===== config.mk =====
export PLATFORM = sky130hd
export DESIGN_NAME = cla_pipe_adder
export DESIGN_NICKNAME = d
export VERILOG_FILES = /design/src/rtl/cla_pipe_adder.sv
export SDC_FILE = /design/constraint.sdc
export NUM_CORES = 1
export LEC_CHECK = 0
export ABC_CLOCK_PERIOD_IN_PS = 2000
export CORE_MARGIN = 3
export CORE_UTILIZATION = 55
export DETAILED_ROUTE_END_ITERATION = 10
export PLACE_DENSITY = 0.81
export SLEW_MARGIN = 20
export SYNTH_ARGS = -nofsm -noshare
export SYNTH_HDL_FRONTEND = slang
export SYNTH_SLANG_ARGS = --single-unit

===== constraint.sdc =====
create_clock -name clock -period 2 [get_ports clock]
set_input_delay 0.4 -clock clock [delete_from_list [all_inputs] [get_ports clock]]
set_output_delay 0.4 -clock clock [all_outputs]
set_load 0.01 [all_outputs]

===== src/rtl/cla_pipe_adder.sv =====
// ---------------------------------------------------------------------------
// cla_pipe_adder
//
// Two-stage pipelined carry-lookahead adder/subtractor for the MiniSRC datapath.
// Stage 1 conditions the operands for subtraction. It registers the per-bit
// generate, propagate and half-sum terms, plus the 4-bit group generate and
// propagate. Stage 2 resolves the group carry chain and the intra-group
// carries. It then registers the final sum and carry-out.
// A valid/ready handshake on both sides lets the ALU stall the pipe.
//
// Ports:
//   clock      in   rising-edge clock
//   clear_n    in   asynchronous active-low reset
//   in_valid   in   operand beat valid
//   in_ready   out  block can accept a beat this cycle
//   a, b       in   WIDTH-bit operands
//   cin        in   carry in (ignored when sub=1)
//   sub        in   1 = compute a - b
//   out_valid  out  result valid
//   out_ready  in   downstream accepts result
//   sum        out  WIDTH-bit result
//   cout       out  carry out of MSB (subtract: 1 = no borrow)
//   overflow   out  signed overflow (CLA_FLAGS_EN builds only, else 0)
//   zero       out  sum == 0        (CLA_FLAGS_EN builds only, else 0)
//
// Optional feature macro: CLA_FLAGS_EN
//   When it is defined, overflow and zero are registered in stage 2.
//   When it is undefined, both are tied low and no flag logic exists.
// ---------------------------------------------------------------------------
module cla_pipe_adder #(
    parameter int WIDTH = 32,
    parameter int GROUP = 4
) (
    input  logic             clock,
    input  logic             clear_n,
    input  logic             in_valid,
    output logic             in_ready,
    input  logic [WIDTH-1:0] a,
    input  logic [WIDTH-1:0] b,
    input  logic             cin,
    input  logic             sub,
    output logic             out_valid,
    input  logic             out_ready,
    output logic [WIDTH-1:0] sum,
    output logic             cout,
    output logic             overflow,
    output logic             zero
);

    localparam int NG = WIDTH / GROUP;

    // Group generate: g3 | p3g2 | p3p2g1 | p3p2p1g0, folded from the LSB up.
    function automatic logic grp_gen(input logic [GROUP-1:0] gg,
                                     input logic [GROUP-1:0] pp);
        logic acc;
        acc = 1'b0;
        for (int j = 0; j < GROUP; j++) begin
            acc = gg[j] | (pp[j] & acc);
        end
        return acc;
    endfunction

    // ---------------- handshake ----------------
    logic s1_valid_q, s1_valid_d;
    logic s2_valid_q, s2_valid_d;
    logic s1_load, s2_load;

    assign s2_load  = s1_valid_q & (~s2_valid_q | out_ready);
    assign in_ready = ~s1_valid_q | ~s2_valid_q | out_ready;
    assign s1_load  = in_valid & in_ready;

    always_comb begin
        s1_valid_d = s1_valid_q;
        if (s1_load)      s1_valid_d = 1'b1;
        else if (s2_load) s1_valid_d = 1'b0;

        s2_valid_d = s2_valid_q;
        if (s2_load)        s2_valid_d = 1'b1;
        else if (out_ready) s2_valid_d = 1'b0;
    end

    // ---------------- operand conditioning + stage 1 terms ----------------
    logic [WIDTH-1:0] bb;
    logic             c0;
    logic [WIDTH-1:0] g_d, p_d, h_d;
    logic [NG-1:0]    grp_g_d, grp_p_d;

    assign bb  = b ^ {WIDTH{sub}};
    assign c0  = sub | cin;
    assign g_d = a & bb;
    assign p_d = a | bb;
    assign h_d = a ^ bb;

    genvar gi;
    generate
        for (gi = 0; gi < NG; gi++) begin : g_group
            assign grp_g_d[gi] = grp_gen(g_d[gi*GROUP +: GROUP], p_d[gi*GROUP +: GROUP]);
            assign grp_p_d[gi] = &p_d[gi*GROUP +: GROUP];
        end
    endgenerate

    logic [WIDTH-1:0] g_q, p_q, h_q;
    logic [NG-1:0]    grp_g_q, grp_p_q;
    logic             c0_q;

    always_ff @(posedge clock or negedge clear_n) begin
        if (!clear_n) begin
            s1_valid_q <= 1'b0;
            g_q        <= '0;
            p_q        <= '0;
            h_q        <= '0;
            grp_g_q    <= '0;
            grp_p_q    <= '0;
            c0_q       <= 1'b0;
        end else begin
            s1_valid_q <= s1_valid_d;
            if (s1_load) begin
                g_q     <= g_d;
                p_q     <= p_d;
                h_q     <= h_d;
                grp_g_q <= grp_g_d;
                grp_p_q <= grp_p_d;
                c0_q    <= c0;
            end
        end
    end

    // ---------------- stage 2: carry resolution ----------------
    logic [WIDTH-1:0] sum_d;
    logic             cout_d;

    always_comb begin : s2_carry
        logic grp_c;
        logic run_c;
        grp_c  = c0_q;
        run_c  = 1'b0;
        sum_d  = '0;
        for (int k = 0; k < NG; k++) begin
            // Each group's ripple starts from its lookahead carry-in.
            // The ripple carry out of the group's top bit is recomputed here
            // but then superseded by the group carry chain.
            run_c = grp_c;
            for (int j = 0; j < GROUP; j++) begin
                sum_d[k*GROUP + j] = h_q[k*GROUP + j] ^ run_c;
                run_c = g_q[k*GROUP + j] | (p_q[k*GROUP + j] & run_c);
            end
            grp_c = grp_g_q[k] | (grp_p_q[k] & grp_c);
        end
        cout_d = grp_c;
    end

    logic [WIDTH-1:0] sum_q;
    logic             cout_q;

    always_ff @(posedge clock or negedge clear_n) begin
        if (!clear_n) begin
            s2_valid_q <= 1'b0;
            sum_q      <= '0;
            cout_q     <= 1'b0;
        end else begin
            s2_valid_q <= s2_valid_d;
            if (s2_load) begin
                sum_q  <= sum_d;
                cout_q <= cout_d;
            end
        end
    end

    assign out_valid = s2_valid_q;
    assign sum       = sum_q;
    assign cout      = cout_q;

    // ---------------- optional flags ----------------
`ifdef CLA_FLAGS_EN
    logic a_msb_q, bb_msb_q;
    logic ovf_q, zero_q;
    logic ovf_d, zero_d;

    // Operands of equal sign whose result flips sign => signed overflow.
    assign ovf_d  = (a_msb_q == bb_msb_q) & (sum_d[WIDTH-1] != a_msb_q);
    assign zero_d = (sum_d == '0);

    always_ff @(posedge clock or negedge clear_n) begin
        if (!clear_n) begin
            a_msb_q  <= 1'b0;
            bb_msb_q <= 1'b0;
            ovf_q    <= 1'b0;
            zero_q   <= 1'b0;
        end else begin
            if (s1_load) begin
                a_msb_q  <= a[WIDTH-1];
                bb_msb_q <= bb[WIDTH-1];
            end
            if (s2_load) begin
                ovf_q  <= ovf_d;
                zero_q <= zero_d;
            end
        end
    end

    assign overflow = ovf_q;
    assign zero     = zero_q;
`else
    assign overflow = 1'b0;
    assign zero     = 1'b0;
`endif

endmodule


== Word-level counts from Yosys, hierarchy flattened ==
Index checks and enable logic that the tools add are counted.

* $add $sub $neg: 0
* $mul: 0
* Div/mod/pow operators: 0
* Order comparisons: 0
* Equality and inequality tests: 0
* Shifts and indexed selects: 0
* Muxes and demuxes: 4
* Bitwise operators: 156
* Reductions and logical operators: 10

{| class="wikitable"
|+ Operator list
! operator !! count
|-
| 32-bit bitwise XOR || 2
|-
| 1-bit OR || 60
|-
| 1-bit bitwise AND || 58
|-
| 32-bit bitwise AND || 1
|-
| 32-bit OR || 1
|-
| 4-bit AND reduction || 8
|-
| 1-bit bitwise XOR || 32
|-
| 1-bit two-way mux || 4
|-
| 2-bit nonzero test || 2
|-
| 1-bit NOT || 2
|}

* Register bits: 146
* Latch bits: 0
* RAM bits: 0
* ROM bits: 0
* Input port bits: 70
* Output and inout bits: 37
* Memories kept: 0

== Logic depth before layout (Yosys ltp) ==
Gate-level depths: netlist (run 1).

* Depth in word-level cells: 21
* Gate-level depth with buffers: 10

== Worst setup path after synthesis (run 1) ==
No wires, ideal clock.

* Path kind: input to register
* Start point: input sub
* End point: register grp_p_q[0]
* Setup time: 0.083 ns
* Arrival time: 1.951 ns
* Required time: 1.917 ns
* Slack: -0.033 ns
* Stages on the path: 7
* Path through: clkbuf_1 > buf_2 > xor2_1 > inv_1 > ha_1 > or4_1 > o21ai_0

* Word-level cells in the longest chain between the ends: 3

{| class="wikitable"
|+ RTL lines
! element !! RTL line !! text
|-
| from (decl) || 41 || <nowiki>input logic sub,</nowiki>
|-
| 32-bit bitwise XOR || 88 || <nowiki>assign bb = b ^ {WIDTH{sub}};</nowiki>
|-
| 32-bit OR || 91 || <nowiki>assign p_d = a | bb;</nowiki>
|-
| 4-bit AND reduction || 98 || <nowiki>assign grp_p_d[gi] = &p_d[gi*GROUP +: GROUP];</nowiki>
|-
| to (signal assigned) || 122 || <nowiki>grp_p_q <= grp_p_d;</nowiki>
|-
| to (decl) || 103 || <nowiki>logic [NG-1:0] grp_g_q, grp_p_q;</nowiki>
|}

Every way passes these cells.
A chain may end at the register's enable or synchronous reset.

== Final worst setup path (run 1) ==
* Start point: input out_ready
* End point: output in_ready

* Word-level cells in the longest chain between the ends: 1

{| class="wikitable"
|+ RTL lines
! element !! RTL line !! text
|-
| from (decl) || 43 || <nowiki>input logic out_ready,</nowiki>
|-
| 1-bit OR || 69 || <nowiki>assign in_ready = ~s1_valid_q | ~s2_valid_q | out_ready;</nowiki>
|-
| to (decl) || 37 || <nowiki>output logic in_ready,</nowiki>
|}

Every way passes these cells.

==> results of run 1 <==
-- flip-flops by register name (all words and copies together), names as in the netlist --
| signal | count |
|---|---|
| h_q | 32 |
| sum | 32 |
| g_q | 24 |
| p_q | 24 |
| grp_g_q | 8 |
| grp_p_q | 8 |
| c0_q | 1 |
| cout | 1 |
| out_valid | 1 |
| s1_valid_q | 1 |
-- per-stage QoR --
step	instance area, µm²	worst slack [ns]	utilization (%)	hold slack, ns	power, mW
3_3_place_gp	8770	-0.0437	68.7	0.277	6.43
3_5_place_dp	8770	-0.116	68.7	0.280	6.58
6_report	9360	0.0456	73.3	0.390	9.61
4_1_cts	9360	0.0445	73.3	0.383	9.67
2_1_floorplan	7280	0.00886	-	0.104	5.21
5_1_grt	9360	0.0196	73.3	0.401	10.2
-- power groups by stage --
stage	Clock, mW	Combinational [mW]	Sequential, mW
3_5_place_dp	0	2.72	3.87
5_1_grt	3.22	3.01	3.92
6_report	3.05	2.72	3.84
2_1_floorplan	0	1.35	3.86
4_1_cts	3.08	2.75	3.84
3_3_place_gp	0	2.61	3.82
-- routing by layer --
| layer | GRT usage (%) | up-vias | part of all wire (%) |
|---|---|---|---|
| li1 | - | 2653 | - |
| met1 | 30.2 | 2694 | 44 |
| met2 | 39.0 | 152 | 50 |
| met3 | 6.39 | 21 | 4.5 |
| met4 | 7.15 | 0 | 1.2 |
| met5 | 0 | - | 0 |
-- how the worst max path moves through the flow --
stage | slack [ns] | end
finish | 0.05 | in_ready
global route | 0.02 | in_ready
CTS | 0.04 | in_ready
detailed placement | -0.12 | grp_p_q[6]
global placement | -0.04 | grp_p_q[0]
floorplan | 0.009 | grp_p_q[0]
-- final cells by class --
cell class / instances / area [µm²]
Multi-Input combinational cell: 467 / 3510
Fill cell: 872 / 3410
Sequential cell: 132 / 3300
Timing Repair Buffer: 142 / 1420
Clock buffer: 23 / 478
Inverter: 87 / 327
Tap cell: 172 / 215
Clock inverter: 9 / 103
-- logic make-up (layout without fill, tap and decap cells) --
logic type,count (synthesis),in the layout
AO/OA/AOI/OAI,150,150
AND/OR/NAND/NOR,142,142
flip-flops,132,132
buffers and inverters,118,261
adder cells (fa/ha/maj),64,64
multiplexers,57,57
XOR/XNOR,52,52
other,1,2
-- cell usage after synthesis, types with 2 or more instances --
master / number / area [µm²]
dfrtp_1: 132 / 3300
inv_1: 87 / 327
nand2_1: 74 / 278
ha_1: 64 / 801
o21ai_0: 50 / 250
mux2_1: 42 / 473
xor2_1: 42 / 368
a21oi_1: 32 / 160
o21ai_1: 23 / 115
clkbuf_1: 16 / 60.1
or4_1: 15 / 113
mux2_2: 14 / 158
nor2_1: 14 / 52.6
buf_2: 11 / 55.1
nor3b_1: 10 / 75.1
o21bai_1: 10 / 75.1
xnor2_1: 10 / 87.6
a21o_1: 8 / 60.1
nand3_1: 8 / 40.0
nand2b_1: 5 / 31.3
nor3_1: 5 / 25.0
o21a_1: 5 / 37.5
a31oi_1: 4 / 25.0
and3_1: 3 / 18.8
o211ai_1: 3 / 22.5
or3_1: 3 / 18.8
a2111o_1: 2 / 22.5
a31o_2: 2 / 17.5
and2_1: 2 / 12.5
buf_1: 2 / 7.51
buf_4: 2 / 15.0
or2_2: 2 / 12.5
-- cell usage in the layout, fill, tap and decap left out, types with 2 or more instances in the layout --
cell type,instances
mux2_1,42
or4_1,15
a31oi_1,4
ha_1,64
clkinv_2,4
mux2_2,14
conb_1,2
clkbuf_16,17
bufinv_16,2
or2_2,2
and3_1,3
inv_1,87
buf_12,8
a21oi_1,32
a31o_2,2
o21a_1,5
buf_4,30
nand2_1,72
or3_1,3
nor3b_1,10
nand3_1,8
o21ai_0,50
clkinvlp_4,3
a2111o_1,2
a21o_1,8
xor2_1,42
nand2b_1,5
nor2_1,14
o21bai_1,10
o21ai_1,23
xnor2_1,10
and2_1,2
clkbuf_8,3
o211ai_1,3
clkbuf_1,3
nor3_1,5
dfrtp_1,132
clkdlybuf4s50_1,102
-- what timing repair did --
| item | CTS | global route |
|---|---|---|
| hold buffers | 1 | 0 |
| buffers inserted | 0 | 0 |
| hold endpoints to repair | 13 | 0 |
| endpoints found under the setup margin | 0 | 0 |
==> impl_metrics.toml, run 1 <==
[logic_synthesis]
synth.avg_cell_area_um2 = 10.2
synth-xor-area-share_pct = 6.27
synth_area_mm2 = 0.00727
seq_area_frac_synth_pct = 45.4
synth-async-reset-ratio_pct = 100
synth_mux_area_share_pct = 8.81
synth_compound_area_share_pct = 12.6
synth_cells = 716
synth.distinct_cells = 46
synth-edff-count = 0
synth_top_family_by_area = "compound AO/OA/AOI/OAI gates"
yosys_warnings = 0
synth_seq_cells = 132
synthSimpleGateAreaFrac_pct = 9.42
synthFlopType = "dfrtp_1"
synth_fa_ha_area_share_pct = 11.0

[worst_setup_path]
start_kind = "primary input"
path_cells = "clkdlybuf4s50_1 -> nand3b_1 -> clkdlybuf4s50_1"
reg2reg_depth = 5
max_stage_delay_ns = 0.55
path_buf_inv = 2
cpMostUsedCell = "clkdlybuf4s50_1"
crit_arrival_ns = 1.55
cpLargestDelayFamily = "buffers and inverters"
cp-end-kind = "output port"
r2r_slack_ns = 0.19
critPathKind = "in2out"
cp_slowest_cell = "clkdlybuf4s50_1"
rr_endpoint = "sum[22]"
r2r_start = "c0_q"
path_depth = 3
crit_required_ns = 1.60
startpoint = "out_ready"
timing.critical_path.fanout_max = 2

[placement]
io_buffers = 104
routabilityCongestion = 0.872
hpwl_mm = 12.0
dpl.cell_count = 999

[die]
die_h_um = 121
dieArea_mm2 = 0.0146
ios = 107
num_rows = 41
dieWidth_um = 121
core_mm2 = 0.0128
initial_utilization_pct = 56.9

[grt]
antenna_found_initial = 0
grt_usage_pct = 23.5
grt_pass1_vias = 5859
grt_overflow = 0
grt_max_degree = 63
grt_pass1_wl_mm = 27.3

[cts]
cts_buffers = 17
cts_resized = 0
worstSkewPairLatency_ns = 0.42
cts_root_buf = "clkbuf_16"
cts_num_sinks = 132
cts_tree = "built"
htreeDepth = 4
path_clk_slew_ns = 0.06
cts_buffer_depth = 2

[routing]
num_vias = 5520
drt_iter0_drc = 339
vias_per_cell = 5.35
drt-total-wl_mm = 16.3
drt_pre_antenna_iters = 5
drcViolationCount = 0
ant_nets = 0
routedWlPerCell_um = 15.8

[finish]
drive_above_1_share_pct = 10.9
syn2layout_area_growth_pct = 28.8
antenna_cells = 0
final_nets = 981
fin_cells = 1032

[min_path]
hp-class = "in2async"

[power]
p_leak_nw = 4.49
internal_power_mw = 6.70
p_clk_share_pct = 31.8
peakVddDrop_mv = 0.623
p_switching_mw = 2.91
powerDensity_mw_per_mm2 = 1030
switching_share_pct = 30.3
pwr-share-seq_pct = 40.0
p_comb_share_pct = 28.3

[timing]
period_share_pct = 97.7
hold_violations = 0
fmax_mhz = 512
skew_ns = 0.00860
setup_viol = 0
fin_crit_ns = 1.95
final_max_slew_viol_count = 0
rsz0062_at_grt = "no"
setup_tns_ns = 0

[run_status]
run_status = "finished, final reports clean"

[flow_run]
maxCapViolCount = 0
Power figures use the tool's default switching activity.
==> run 2, diff against run 1 <==
SLEW_MARGIN = 40   (was 20)
==> results of run 2 <==
Same layout as run 1: the final DEF is identical, and so are final timing and power.
==> RTL edit 1, RTL diff (flow settings as in run 2) <==
Build with the macro `CLA_FLAGS_EN` defined.
--- a/src/rtl/cla_pipe_adder.sv
+++ b/src/rtl/cla_pipe_adder.sv
@@ -28,4 +28,6 @@
 //   When it is undefined, both are tied low and no flag logic exists.
 // ---------------------------------------------------------------------------
+`define CLA_FLAGS_EN
+
 module cla_pipe_adder #(
     parameter int WIDTH = 32,
Check against the original RTL: not equivalent (Yosys sat finds a counterexample within 4 cycles, from zero or initial values).
==> RTL edit 1 against run 2 <==
  * The flow now finishes with violations (setup timing)
  * Sequential cell count is 4 higher
  * Total power grew 16%
  * Routed wire length grew 25%
  * Design area grew 9.5%
  * Cell count grew 8.9%
  * First-iteration DRC count rose by 40%
  * Combinational power increased by 46%
  * Count of clock-buffer cells in the layout rose by 1
  * Sequential power up 6.3%
  * Setup slack got worse by 760 ps
  * Synthesized area rose by 3.1%
  * Non-clock buffer count up 57
  * Highest routed layer unchanged
==> RTL edit 1: results (changes against run 2) <==
- The pin count of the biggest net entering global routing is 46 (-27%).
- The final estimated routing congestion in global placement was 0.900 (+3.1%).
- The HPWL after detailed placement is 13800 um (+15%).
- The critical path's top delay family is simple AND/OR/NAND/NOR gates.
- The final setup TNS is -4430 ps (-4430 ps).
- The net switching component of the power is 3.63 mW (+25%).
- The commonest cells after synthesis are sky130_fd_sc_hd__dfrtp_1, sky130_fd_sc_hd__inv_1, sky130_fd_sc_hd__nand2_1.
- The via count of the first global-routing pass is 6545 (+12%).
- The flow ran to the end, but the final reports show violations.
- The cell total after placement is 1080 (+8.1%).
- The ratio of cells with drive above 1 in the final layout is 24.1% (+13 points).
- The critical-path maximum fanout was 6 (+4).
- The checks that failed: setup timing.
- The total vias in the final route was 6276 (+14%).
- The post-placement cell area is 9400 um2 (+7.2%).
- The worst IR drop on VDD is 0.792 mV (+27%).
- The part of the Yosys area used for sequential elements came to 45.4% (about the same).
- The worst reg2reg path depth came to 8 (+3).
- The number of port buffers came to 106 (+1.9%).
- The total wire length is 20400 um (+25%).
- The leakage power is 4.92 nW (+9.7%).
- The number of endpoints failing setup at the final stage is 19 (+19).
- By area the synthesized netlist is led by sky130_fd_sc_hd__dfrtp_1, sky130_fd_sc_hd__ha_1, sky130_fd_sc_hd__mux2_2.
- The slack of the critical path was -716 ps (-761 ps).
- The number of filler instances in the final layout is 815 (-6.5%).
- The count of mapped cells out of synthesis is 744 (+3.9%).
==> RTL edit 1: power groups by stage <==
stage / Clock [mW] / Sequential (mW) / Combinational (mW)
2_1_floorplan: 0 / 4.02 / 1.65
4_1_cts: 3.08 / 4.04 / 3.79
3_5_place_dp: 0 / 4.05 / 3.58
3_3_place_gp: 0 / 4.01 / 3.44
5_1_grt: 3.20 / 4.14 / 4.29
6_report: 3.07 / 4.08 / 3.97
==> RTL edit 1: repair_timing <==
item                       4_1_cts  5_1_grt
hold endpoints to repair        30        0
setup endpoints to repair       18       23
resized for setup               17       15
hold buffers                     1        0
pin swaps                        6        7
buffers inserted                 6        5
==> RTL edit 1: cell families after synthesis <==
group,after synthesis,synth area share [%]
mux,66,9.92
simple gates,179,11.1
flops,136,45.4
compound gates,131,10.4
xor+xnor,60,7.01
buf+inv,108,5.53
fa+ha+maj,64,10.7
==> RTL edit 1: worst min-delay path by stage <==
stage               slack [ps]    start  endpoint
CTS                        480  clear_n   sum[10]
global route               510  clear_n   p_q[10]
floorplan                  100  clear_n   a_msb_q
global placement           380  clear_n   p_q[10]
detailed placement         390  clear_n   p_q[10]
finish                     480  clear_n   p_q[10]
==> RTL edit 1: layout make-up <==
| type | instances | area [um2] | area share (%) |
|---|---|---|---|
| Timing Repair Buffer | 199 | 1870 | 18.3 |
| Tap cell | 176 | 220 | 2.15 |
| Inverter | 81 | 304 | 2.96 |
| Multi-Input combinational cell | 500 | 3870 | 37.8 |
| Clock inverter | 8 | 67.6 | 0.659 |
| Sequential cell | 136 | 3400 | 33.2 |
| Clock buffer | 24 | 512 | 4.99 |
==> RTL edit 1: per-layer routing <==
metal | vias up | track usage (%) | wire length, um
met3 | 67 | 5.39 | 953
met1 | 3080 | 33.0 | 7980
met4 | 0 | 13.0 | 775
li1 | 2896 | - | -
met5 | - | 0 | 0
met2 | 233 | 49.0 | 10700
==> RTL edit 1: worst register-to-register path: stages (launching register included) <==
cell and delay (ps):
sky130_fd_sc_hd__dfrtp_2 450, sky130_fd_sc_hd__a211o_1 330, sky130_fd_sc_hd__a31o_2 230, sky130_fd_sc_hd__xor2_1 160, sky130_fd_sc_hd__or4_1 490, sky130_fd_sc_hd__or4b_4 540, sky130_fd_sc_hd__nor4b_4 240, sky130_fd_sc_hd__nand4_1 140
sky130_fd_sc_hd__nand2_1 80
==> RTL edit 2, RTL diff (config.mk and constraints of run 2) <==
Without the edit above. Change the parameter `GROUP` from 4 to 8.
--- a/src/rtl/cla_pipe_adder.sv
+++ b/src/rtl/cla_pipe_adder.sv
@@ -30,5 +30,5 @@
 module cla_pipe_adder #(
     parameter int WIDTH = 32,
-    parameter int GROUP = 4
+    parameter int GROUP = 8
 ) (
     input  logic             clock,
Behaviour: same outputs for any inputs over 10 cycles, from zero or initial values; that may be too few to reach the edited logic, so the function may still have changed.
==> RTL edit 2 against run 2 <==
  * Setup slack worse by 200 ps
  * First-iteration DRC count grew 45%
  * Cell count rose by 9.2%
  * Sequential cell count unchanged
  * Sequential share of layout area up 0.26 points
  * Largest power group unchanged
  * Clock power fell by 6%
  * Register-to-register slack lost 340 ps
  * Synthesized area decreased by 1.8%
  * Via count grew 2.3%
  * Routed wire length is 1.2% lower
  * Design area fell by 0.68%
  * Global-route usage rose by 0.31 points
  * The run now ends with setup timing left
  * Clock skew increased by 5.1 ps
  * Total power decreased by 5.3%
==> RTL edit 2: results (changes against run 2) <==
- The run finished, with violations left.
- The checks that failed: setup timing.
- The number of nets in the final layout came to 1082 (+10%).
- The via count of the first global-routing pass is 5886 (+0.46%).
- The final setup TNS is -311 ps (-311 ps).
- The commonest cells after synthesis are sky130_fd_sc_hd__nand2_1, sky130_fd_sc_hd__dfrtp_1, sky130_fd_sc_hd__o21ai_0.
- The pre-CTS setup slack is -185 ps (-68.8 ps).
- The worst reg2reg path depth is 6 (+1).
- The final estimated routing congestion in global placement is 0.852 (-2.3%).
- The part of the Yosys area used for sequential elements came to 46.3% (+0.83 points).
- The leakage power is 4.69 nW (+4.5%).
- The worst register-to-register path ends at sum[31].
- The pin count of the biggest net entering global routing came to 91 (+44%).
- The worst clock skew is 13.7 ps (+5.06 ps).
- The slack of the critical path was -150 ps (-196 ps).
- The HPWL after detailed placement is 11800 um (-1.8%).
- The violation count after the first detailed-route iteration is 491 (+45%).
- The global-route wire length before repair is 27600 um (+0.96%).
- The number of endpoints failing setup at the final stage is 3 (+3).
- The global-route track usage on met1 is 31.3% (+1.1 points).
- The row count came to 40 (-2.4%).
- In the post-synthesis netlist, the biggest area contributors are sky130_fd_sc_hd__dfrtp_1, sky130_fd_sc_hd__nand2_1, sky130_fd_sc_hd__ha_1.
- The met3 global-route usage came to 6.03% (-0.35 points).
- The met2 track demand over resource in global routing came to 38.4% (-0.62 points).
- The via count normalized by instance count is 5.01 (-6.3%).
- The critical-path maximum fanout came to 4 (+2).
[RTL edit 2: how the worst max path moves through the flow]
stage	end
6_report	sum[31]
4_1_cts	sum[31]
5_1_grt	sum[31]
3_3_place_gp	grp_g_q[0]
2_1_floorplan	sum[31]
3_5_place_dp	grp_g_q[1]
[RTL edit 2: area by class of cell]
cell class,instances,share of cell area (%)
clock buffer,25,5.33
timing repair buffer,152,15.9
tap,168,2.26
inverter,73,2.95
sequential,132,35.5
multi-input combinational,572,37.5
clock inverter,5,0.538
[RTL edit 2: per-layer routing]
metal	vias to the layer above	share of wire (%)
met4	0	1.4
met3	19	4.9
met1	2622	45
met5	-	0
met2	144	48
li1	2862	-
[RTL edit 2: cell families (layout without fill, tap and decap cells)]
family	after synthesis	in the layout	share of synthesized area, %
other	1	2	0.0525
adders and majority gates	64	64	11.2
DFF	132	132	46.3
xor gates and xnor gates	61	61	7.48
buffers and inverters	107	255	5.73
AOI/OAI and AO/OA	139	139	11.5
muxes	1	1	0.140
and+or+nand+nor	305	305	17.6
[RTL edit 2: repair_timing]
action,in CTS,in global routing
cloned,0,0
hold buffers,0,0
endpoints found under the setup margin,7,10
buffers inserted,2,0
gates resized for setup,8,7
pin swaps,6,5
[RTL edit 2: critical path, stage by stage, from the launching register on]
cell	delay, ps
sky130_fd_sc_hd__dfrtp_1	380
sky130_fd_sc_hd__a211o_1	310
sky130_fd_sc_hd__a21o_2	220
sky130_fd_sc_hd__o311a_4	310
sky130_fd_sc_hd__a311o_1	360
sky130_fd_sc_hd__or4_1	400
sky130_fd_sc_hd__nand4_1	90
[RTL edit 2: stage by stage]
step,hold WS (ps),cell area (um2),std cells,util [%]
3_3_place_gp,456,8700,1095,70.3
6_report,13.7,9300,1127,75.2
5_1_grt,58.0,9300,1127,75.2
4_1_cts,47.4,9270,1127,75.0
3_5_place_dp,467,8700,1095,70.3
2_1_floorplan,104,7170,811,-
[RTL edit 2: power by group]
group | leakage (nW) | switching, mW | internal, mW
registers | 1.61 | 0.388 | 3.24
logic | 2.80 | 1.23 | 1.36
clock network | 0.273 | 1.06 | 1.82
total | 4.69 | 2.68 | 6.43
